--- config.mk ---
export PLATFORM = sky130hd
export DESIGN_NAME = mycpu_v2
export DESIGN_NICKNAME = d
export VERILOG_FILES = /design/src/rtl/mycpu_v2.sv
export SDC_FILE = /design/constraint.sdc
export NUM_CORES = 1
export LEC_CHECK = 0
export BUFFER_PORTS_ARGS = -buffer_cell sky130_fd_sc_hd__buf_2
export CAP_MARGIN = 20
export CORE_MARGIN = 2
export CORE_UTILIZATION = 29
export CTS_CLUSTER_SIZE = 10
export DETAILED_ROUTE_END_ITERATION = 8
export HOLD_SLACK_MARGIN = 0.1
export MAX_ROUTING_LAYER = met4
export PLACE_DENSITY_LB_ADDON = 0.05
export SYNTH_ARGS = -nofsm -noshare
export SYNTH_HDL_FRONTEND = slang
export SYNTH_SLANG_ARGS = --single-unit
--- constraint.sdc ---
create_clock -name CLK -period 3.3 [get_ports CLK]
set_input_delay 0.165 -clock CLK [delete_from_list [all_inputs] [get_ports CLK]]
set_output_delay 0.165 -clock CLK [all_outputs]
set_load 0.1 [all_outputs]
--- src/rtl/mycpu_v2.sv ---
// mycpu_v2: width-parametrised accumulator CPU core with a separate program
// counter, a 16-entry register file and a two-flag STATUS register.
// Build option: define MYCPU_V2_WAIT_EN to add the READY input and memory
// wait states; without it every memory access completes in one cycle.
module mycpu_v2 #(
  parameter int DW = 8,
  parameter int AW = 16,
  parameter logic [AW-1:0] RESET_PC = '0
) (
  input  logic          CLK,
  input  logic          RESET_N,
  input  logic [DW-1:0] DI,
`ifdef MYCPU_V2_WAIT_EN
  input  logic          READY,
`endif
  output logic [AW-1:0] AB,
  output logic [DW-1:0] DO,
  output logic          RW,
  output logic          SYNC,
  output logic          HALTED
);

  typedef enum logic [2:0] {
    ST_FETCH1,
    ST_FETCH2,
    ST_MEMREAD,
    ST_MEMWRITE,
    ST_HALT
  } state_t;

  localparam logic [3:0] OP_SET  = 4'h0;
  localparam logic [3:0] OP_LDA  = 4'h1;
  localparam logic [3:0] OP_STA  = 4'h2;
  localparam logic [3:0] OP_AND  = 4'h3;
  localparam logic [3:0] OP_ADD  = 4'h4;
  localparam logic [3:0] OP_NOT  = 4'h5;
  localparam logic [3:0] OP_JPZ  = 4'h6;
  localparam logic [3:0] OP_CHG  = 4'h7;
  localparam logic [3:0] OP_SUB  = 4'h8;
  localparam logic [3:0] OP_JPC  = 4'h9;
  localparam logic [3:0] OP_INCP = 4'hA;
  localparam logic [3:0] OP_HLT  = 4'hB;

  state_t         state;
  logic [AW-1:0]  pc;
  logic [7:0]     ir;
  logic           flag_z;
  logic           flag_c;
  logic [DW-1:0]  regs [16];

  logic           ready_ok;
  logic [3:0]     op;
  logic [3:0]     rsel;
  logic [DW-1:0]  acc;
  logic [DW-1:0]  rval;
  logic [2*DW-1:0] ptr_wide;
  logic [2*DW-1:0] ptr_wide_inc;
  logic [AW-1:0]  pointer;
  logic [AW-1:0]  jump;
  logic [AW-1:0]  pc_inc;
  logic [AW-1:0]  pc_next;
  logic [DW:0]    add_res;
  logic [DW:0]    sub_res;
  logic [DW-1:0]  and_res;

`ifdef MYCPU_V2_WAIT_EN
  assign ready_ok = READY;
`else
  assign ready_ok = 1'b1;
`endif

  // Decode straight from the instruction byte on DI while in FETCH2
  assign op   = DI[3:0];
  assign rsel = DI[7:4];
  assign acc  = regs[2];
  assign rval = regs[rsel];

  // POINTER and JUMP are register pairs truncated to the address width
  assign ptr_wide     = {regs[7], regs[6]};
  assign ptr_wide_inc = ptr_wide + 1'b1;
  assign pointer      = AW'(ptr_wide);
  assign jump         = AW'({regs[13], regs[12]});

  // The extra top bit of the subtraction is the borrow (A < R[r] unsigned)
  assign add_res = {1'b0, acc} + {1'b0, rval};
  assign sub_res = {1'b0, acc} - {1'b0, rval};
  assign and_res = acc & rval;

  assign pc_inc  = pc + AW'(1);
  assign pc_next = ((op == OP_JPZ && flag_z) || (op == OP_JPC && flag_c)) ? jump : pc_inc;

  // Instruction sequencer, datapath and registered bus outputs in one FSM
  always_ff @(posedge CLK or negedge RESET_N) begin
    if (!RESET_N) begin
      state  <= ST_FETCH1;
      pc     <= RESET_PC;
      ir     <= '0;
      flag_z <= 1'b0;
      flag_c <= 1'b0;
      for (int i = 0; i < 16; i++) regs[i] <= '0;
      AB     <= RESET_PC;
      DO     <= '0;
      RW     <= 1'b0;
      SYNC   <= 1'b1;
      HALTED <= 1'b0;
    end else begin
      case (state)
        ST_FETCH1: begin
          SYNC  <= 1'b0;
          state <= ST_FETCH2;
        end

        ST_FETCH2: begin
          if (ready_ok) begin
            ir <= DI[7:0];
            case (op)
              OP_SET: begin
                pc    <= pc_inc;
                AB    <= pc_inc;
                state <= ST_MEMREAD;
              end
              OP_LDA: begin
                pc    <= pc_inc;
                AB    <= pointer;
                state <= ST_MEMREAD;
              end
              OP_STA: begin
                pc    <= pc_inc;
                AB    <= pointer;
                DO    <= rval;
                RW    <= 1'b1;
                state <= ST_MEMWRITE;
              end
              OP_HLT: begin
                HALTED <= 1'b1;
                state  <= ST_HALT;
              end
              default: begin
                case (op)
                  OP_AND: begin
                    regs[2] <= and_res;
                    flag_z  <= (and_res == '0);
                  end
                  OP_ADD: begin
                    regs[2] <= add_res[DW-1:0];
                    flag_c  <= add_res[DW];
                    flag_z  <= (add_res[DW-1:0] == '0);
                  end
                  OP_NOT: regs[rsel] <= ~rval;
                  OP_CHG: begin
                    regs[2]    <= rval;
                    regs[rsel] <= acc;
                  end
                  OP_SUB: begin
                    regs[2] <= sub_res[DW-1:0];
                    flag_c  <= sub_res[DW];
                    flag_z  <= (sub_res[DW-1:0] == '0);
                  end
                  OP_INCP: begin
                    regs[7] <= ptr_wide_inc[2*DW-1:DW];
                    regs[6] <= ptr_wide_inc[DW-1:0];
                  end
                  default: ;
                endcase
                pc    <= pc_next;
                AB    <= pc_next;
                SYNC  <= 1'b1;
                state <= ST_FETCH1;
              end
            endcase
          end
        end

        ST_MEMREAD: begin
          if (ready_ok) begin
            regs[ir[7:4]] <= DI;
            if (ir[3:0] == OP_SET) begin
              pc <= pc_inc;
              AB <= pc_inc;
            end else begin
              AB <= pc;
            end
            SYNC  <= 1'b1;
            state <= ST_FETCH1;
          end
        end

        ST_MEMWRITE: begin
          if (ready_ok) begin
            RW    <= 1'b0;
            AB    <= pc;
            SYNC  <= 1'b1;
            state <= ST_FETCH1;
          end
        end

        ST_HALT: ;

        default: state <= ST_FETCH1;
      endcase
    end
  end

endmodule

# [Word level (Yosys, flattened, before mapping)]
# Index checks and enable logic that the tools add are counted.
[totals] ram_bits=0 out_inout_bits=27 ff_bits=184 elab_cells=124 rom_bits=0 mem_count=0 latch_bits=0
[classes] reduce_logical=33 mul=0 magnitude_cmp=4 n_mux=31 n_addsub=4 bitwise=5 div=0 eq_ne=21 shifts=0
[op_table] operator="128-bit bitwise mux" n=3
[op_table] operator="128-bit case mux with 2 select lines" n=1
[op_table] operator="16-bit case mux with 3 select lines" n=3
[op_table] operator="128-bit 2-to-1 mux" n=1
[op_table] operator="64-bit case mux with 2 select lines" n=1
[op_table] operator="16-bit case mux with 2 select lines" n=3
[op_table] operator="8-bit demux with 4-bit select" n=2
[op_table] operator="24-bit case mux with 2 select lines" n=1
[op_table] operator="8-bit case mux with 5 select lines" n=1
[op_table] operator="16-bit by 1-bit adder with 16-bit output, second input constant" n=2
[op_table] operator="8-bit binary-select mux with 4-bit select" n=1
[op_table] operator="16-bit 2-to-1 mux" n=2
[op_table] operator="8-bit 2-to-1 mux" n=4
[op_table] operator="8-bit logical NOT" n=3
[op_table] operator="3-bit case mux with 3 select lines" n=2
[op_table] operator="4-bit by 3-bit == test with 1-bit output, second input constant" n=4
[op_table] operator="4-bit == test, second input constant" n=4
[op_table] operator="3-bit AND reduction" n=5
[op_table] operator="2-bit AND reduction" n=6
[op_table] operator="5-bit greater-or-equal comparator, second input constant" n=2
[op_table] operator="5-bit by 1-bit less-than comparator with 1-bit output, second input constant" n=2
[op_table] operator="4-bit inverter with 5-bit output" n=2
[op_table] operator="8-bit by 8-bit adder with 9-bit output" n=1
[op_table] operator="3-bit nonzero test" n=3
[op_table] operator="24 further kinds" n=39

# [Depth between registers and ports, before layout]
[depth] word_depth=9 depth_mapped=14 mapped_depth_nobuf=12

# [Least setup slack after synthesis]
# OpenSTA, ideal clock, no wires.
[synth_timing] path_type="input-to-reg" from="input DI[4]" to="register regs, in the netlist acc[4]" slack_ns=-0.119 cell_stages=12 arrival_ns=3.309 path_cell_list="buf_2 > mux4_2 > a22o_1 > a221oi_4 > inv_1 > fa_1 > nand2b_1 > a21oi_1 > or3_1 > and2_1 > o2111a_1 > o41ai_1"
[synth_via] word_cells_on_any_way=19
[synth_lines] element="start, declared" line="12" rtl="input logic [DW-1:0] DI,"
[synth_lines] element="4-bit inverter with 5-bit output (not written as such) (*)" line="76" rtl="assign rval = regs[rsel];"
[synth_lines] element="8-bit binary-select mux with 4-bit select (*)" line="76"
[synth_lines] element="8-bit 2-to-1 mux (not written as such) (*) (2 in a row)" line="76"
[synth_lines] element="net rval[1]" line="55" rtl="logic [DW-1:0] rval;"
[synth_lines] element="8-bit by 8-bit subtractor with 9-bit output or 8-bit by 8-bit adder with 9-bit output (tied branches)" line="86, 85"
[synth_lines] element="8-bit case mux with 5 select lines (*)" line="139" rtl="case (op)"
[synth_lines] element="128-bit 2-to-1 mux (*)" line="116" rtl="case (op)"
[synth_lines] element="128-bit case mux with 2 select lines (*)" line="107" rtl="case (state)"
[synth_lines] element="end signal, assigned by index" line="149" rtl="OP_NOT: regs[rsel] <= ~rval;"
[synth_lines] element="end, declared" line="49" rtl="logic [DW-1:0] regs [16];"
# The timed path passes the listed nets; every way through them passes the cells marked *. The select of a mux whose other input is x is not followed.
# A chain may end at the register's enable or synchronous reset.

# [Worst setup path after layout]
[layout_timing] from="register regs, in the netlist pointer[1]" to="register regs, in the netlist acc[7]"
[layout_via] elab_chain_len=7 word_cells_on_any_way=8
[layout_lines] element="8-bit binary-select mux with 4-bit select (*)" line="76"
[layout_lines] element="8-bit 2-to-1 mux (not written as such) (*) (2 in a row)" line="76"
[layout_lines] element="8-bit by 8-bit subtractor with 9-bit output or 8-bit by 8-bit adder with 9-bit output (tied branches)" line="86, 85"
[layout_lines] element="8-bit case mux with 5 select lines (*)" line="139"
[layout_lines] element="128-bit 2-to-1 mux (*)" line="116"
[layout_lines] element="128-bit case mux with 2 select lines (*)" line="107"
# Mark *: on every way between the ends. The rest lies on a longest branch, timed or not. The select of a mux whose other input is x is not followed.

==> results.ini <==
[layout]
area_growth_syn_to_layout_pct=23.8
antenna_cells=0
finalNetCount=1589
drive_above_1_share_pct=26.0
design_area_mm2=0.0155

[synth]
syn_inst=1384
syn_area_mm2=0.0125
syn_area_per_cell_um2=9.03
synth_warnings=0
syn_nets=1415
ys_ff_latch=184
synth_top_area_share_pct=36.6
synthArstFlopShare_pct=100
ys_seq_area_share_pct=36.9
yosysTopAreaCell=dfrtp_1
synth.area.top_cells=dfrtp_1, o21ai_0, a22oi_1, mux4_2, nand2_1
synthFlopType=dfrtp_1
synth-edff-count=0
synth.distinct_cells=93

[run_status]
violations=setup timing
run_status=finished, violations left

[power_and_ir_drop]
p_per_area_mw_per_mm2=926
p_leak_nw=6.51
design_power_total_mw=14.3
vdd_drop_max_v=0.000453

[clock_tree]
cts_tree=yes
cts.path.max_buffers=2
ctsRootBufferMaster=clkbuf_16
h-tree-depth=4
clk_pin_slew_ns=0.08
clkSinkCount=184
cts_buffers=17
clk_latency_ns=0.48

[timing]
min_period_ns=3.30
hold_viol_final=0
whs_ns=0.180
fin_ws_ns=-0.00123
slew_viol_final=0
skew_ns=0.0176
slew_headroom_pct=23.0
timing.fmax_mhz=303
fin_crit_sh_pct=100
setup_viol=1
worstMarginPinSlew_ns=1.14
rsz0062_at_grt=yes

[grt]
antenna_found_initial=1
grt_pass1_vias=12000
overflow=0
grt_usage_pct=25.9
grt_pass1_wl_um=82500
grt_max_degree=88

[place]
port_buffers=36
post-place-ws_ns=-0.469
dpl-instance-area_mm2=0.0146
dp_hpwl_um=42000
globalplace.congestion=0.903

[floorplan]
die_y_um=212
num_rows=76
coreArea_mm2=0.0428
pin_count=37
die_x_um=212
start_util_pct=29.2
die_area_mm2=0.0448

[route]
ant_nets=0
avgRoutedWirePerCell_um=26.3
detail_route.wirelength_um=55600
routed_via_density=5.80
drtIter0Drc=1000
drc=0
vias=12300
first_pass_iters=5

[worst_setup_path]
worstPathArrival_ns=3.63
critPathMaxFanout=3
cp-endpoint=acc[7]
path_cells=mux4_2 -> a22o_1 -> a221oi_4 -> ha_1 -> nand2b_4 -> a2111oi_2 -> o22ai_1 -> buf_4 -> mux2i_1 -> o311ai_1 -> o211ai_1
r2r_slack_ns=-0.001
rr_worst_depth=11
r2r_end=acc[7]
worstPathRequired_ns=3.63
critPathLaunch=pointer[1]
cp-start-kind=flop
cp_slowest_stage_delay_ns=0.48
cp_slowest_cell=mux4_2
path_class=reg -> reg
crit_path_end_kind=flop
reg2reg_from=pointer[1]

[worst_hold_path]
hold_class=in -> reg

[flow_run]
cap_violations=0

==> layer usage <==
layer,part of all wire [%],routed length (µm),up-vias,global-route usage (%)
met3,6.1,3420,52,4.88
met4,2.3,1270,0,7.41
met2,44,24200,392,37.1
met5,0,0,-,-
li1,-,-,5607,-
met1,48,26700,6218,37.0
==> sequential cells by signal (all words and copies together), names as in the netlist, 3 cells and up <==
| register | cells |
|---|---|
| regs | 88 |
| AB | 16 |
| jump | 16 |
| pc | 16 |
| pointer | 16 |
| DO | 8 |
| acc | 8 |
| ir | 8 |
| state | 3 |
==> layout by cell type, fill, tap and decap left out, types with 6 or more instances in the layout <==
cell type   count
xnor2_1        30
ha_1           12
nor3b_1         8
a221o_1        13
o21ai_1        20
and3_1          7
o31ai_1        11
buf_4         222
a31oi_1         7
nor3_1         28
nor2b_1        16
inv_1          24
clkinvlp_4      6
buf_2          34
a22oi_1        91
nor2_1         98
o221ai_1        8
a211oi_1        6
nand2_1       149
nand4_1         9
a21oi_1        66
o22ai_1        10
mux2_2         11
xor2_1          7
clkbuf_16      17
nor4_1         12
nand2b_1       11
nand3_1        31
or3_1           9
o21a_1         11
o21ai_0       157
mux2i_1        29
mux4_2         29
dfrtp_1       180
a221oi_1       21
==> layout make-up <==
type | instances | area [µm²]
flip-flops and latches | 184 | 4610
repair buffers | 263 | 1940
clock buffers | 19 | 433
multi-input cells | 1066 | 7580
clock inverters | 12 | 129
well taps | 546 | 683
fillers | 4458 | 27300
inverters | 26 | 97.6
==> power breakdown <==
part	internal, mW	leakage, nW	total [mW]	switching, mW
Clock	1.11	0.257	2.11	1.01
Sequential	3.19	2.40	4.06	0.866
Combinational	3.18	3.84	8.15	4.97
Total	7.48	6.51	14.3	6.84
==> repair_timing <==
action | in CTS | in global routing
hold buffers | 1 | 0
endpoints found under the setup margin | 7 | 7
pin swaps | 7 | 4
hold endpoints to repair | 81 | 0
gates cloned | 0 | 0
resized for setup | 27 | 32
buffers inserted | 2 | 1
==> cell usage after synthesis (16+ instances only) <==
cell,n
dfrtp_1,183
o21ai_0,161
nand2_1,149
nor2_1,101
a22oi_1,91
clkbuf_1,79
a21oi_1,69
nand3_1,31
xnor2_1,31
mux2i_1,29
nor3_1,29
mux4_2,28
inv_1,25
a221oi_1,23
ha_1,19
buf_2,17
nor2b_1,17
o21ai_1,16
==> worst max-delay path, delay by kind of cell, from the launching register on <==
family | cells | cell delay [ns]
buf+inv | 1 | 0.16
simple gates | 1 | 0.17
flops | 1 | 0.46
compound gates | 6 | 1.42
fa+ha+maj | 1 | 0.32
mux | 2 | 0.61
==> kinds of logic (layout without fill, tap and decap cells) <==
group / count (synthesis) / in the layout / synth area share [%]
XOR/XNOR: 39 / 39 / 2.73
AND/OR/NAND/NOR: 439 / 439 / 17.7
flip-flops: 184 / 184 / 36.9
AO/OA/AOI/OAI: 488 / 488 / 25.8
multiplexers: 79 / 79 / 10.1
buffers and inverters: 134 / 320 / 4.63
adder cells (fa/ha/maj): 21 / 21 / 2.22
==> through the flow <==
step	cells	utilization (%)	setup TNS (ns)
after CTS	2115	35.8	-0.0120
final	2116	36.2	-0.00123
after global placement	2081	34.1	-2.46
after floorplan	1384	-	0
after global routing	2116	36.2	-0.318
after detailed placement	2081	34.1	-2.84
==> worst min-delay path by stage <==
| stage | from | end | slack (ns) | depth (start not counted) |
|---|---|---|---|---|
| 2_1_floorplan | RESET_N | AB[0] | -0.13 | 0 |
| 3_3_place_gp | RESET_N | AB[14] | 0.30 | 1 |
| 3_5_place_dp | RESET_N | AB[14] | 0.30 | 1 |
| 4_1_cts | DI[6] | ir[6] | 0.17 | 4 |
| 5_1_grt | DI[6] | ir[6] | 0.20 | 4 |
| 6_report | DI[6] | ir[6] | 0.18 | 4 |
Note: power is estimated with default switching activity, not from simulation.
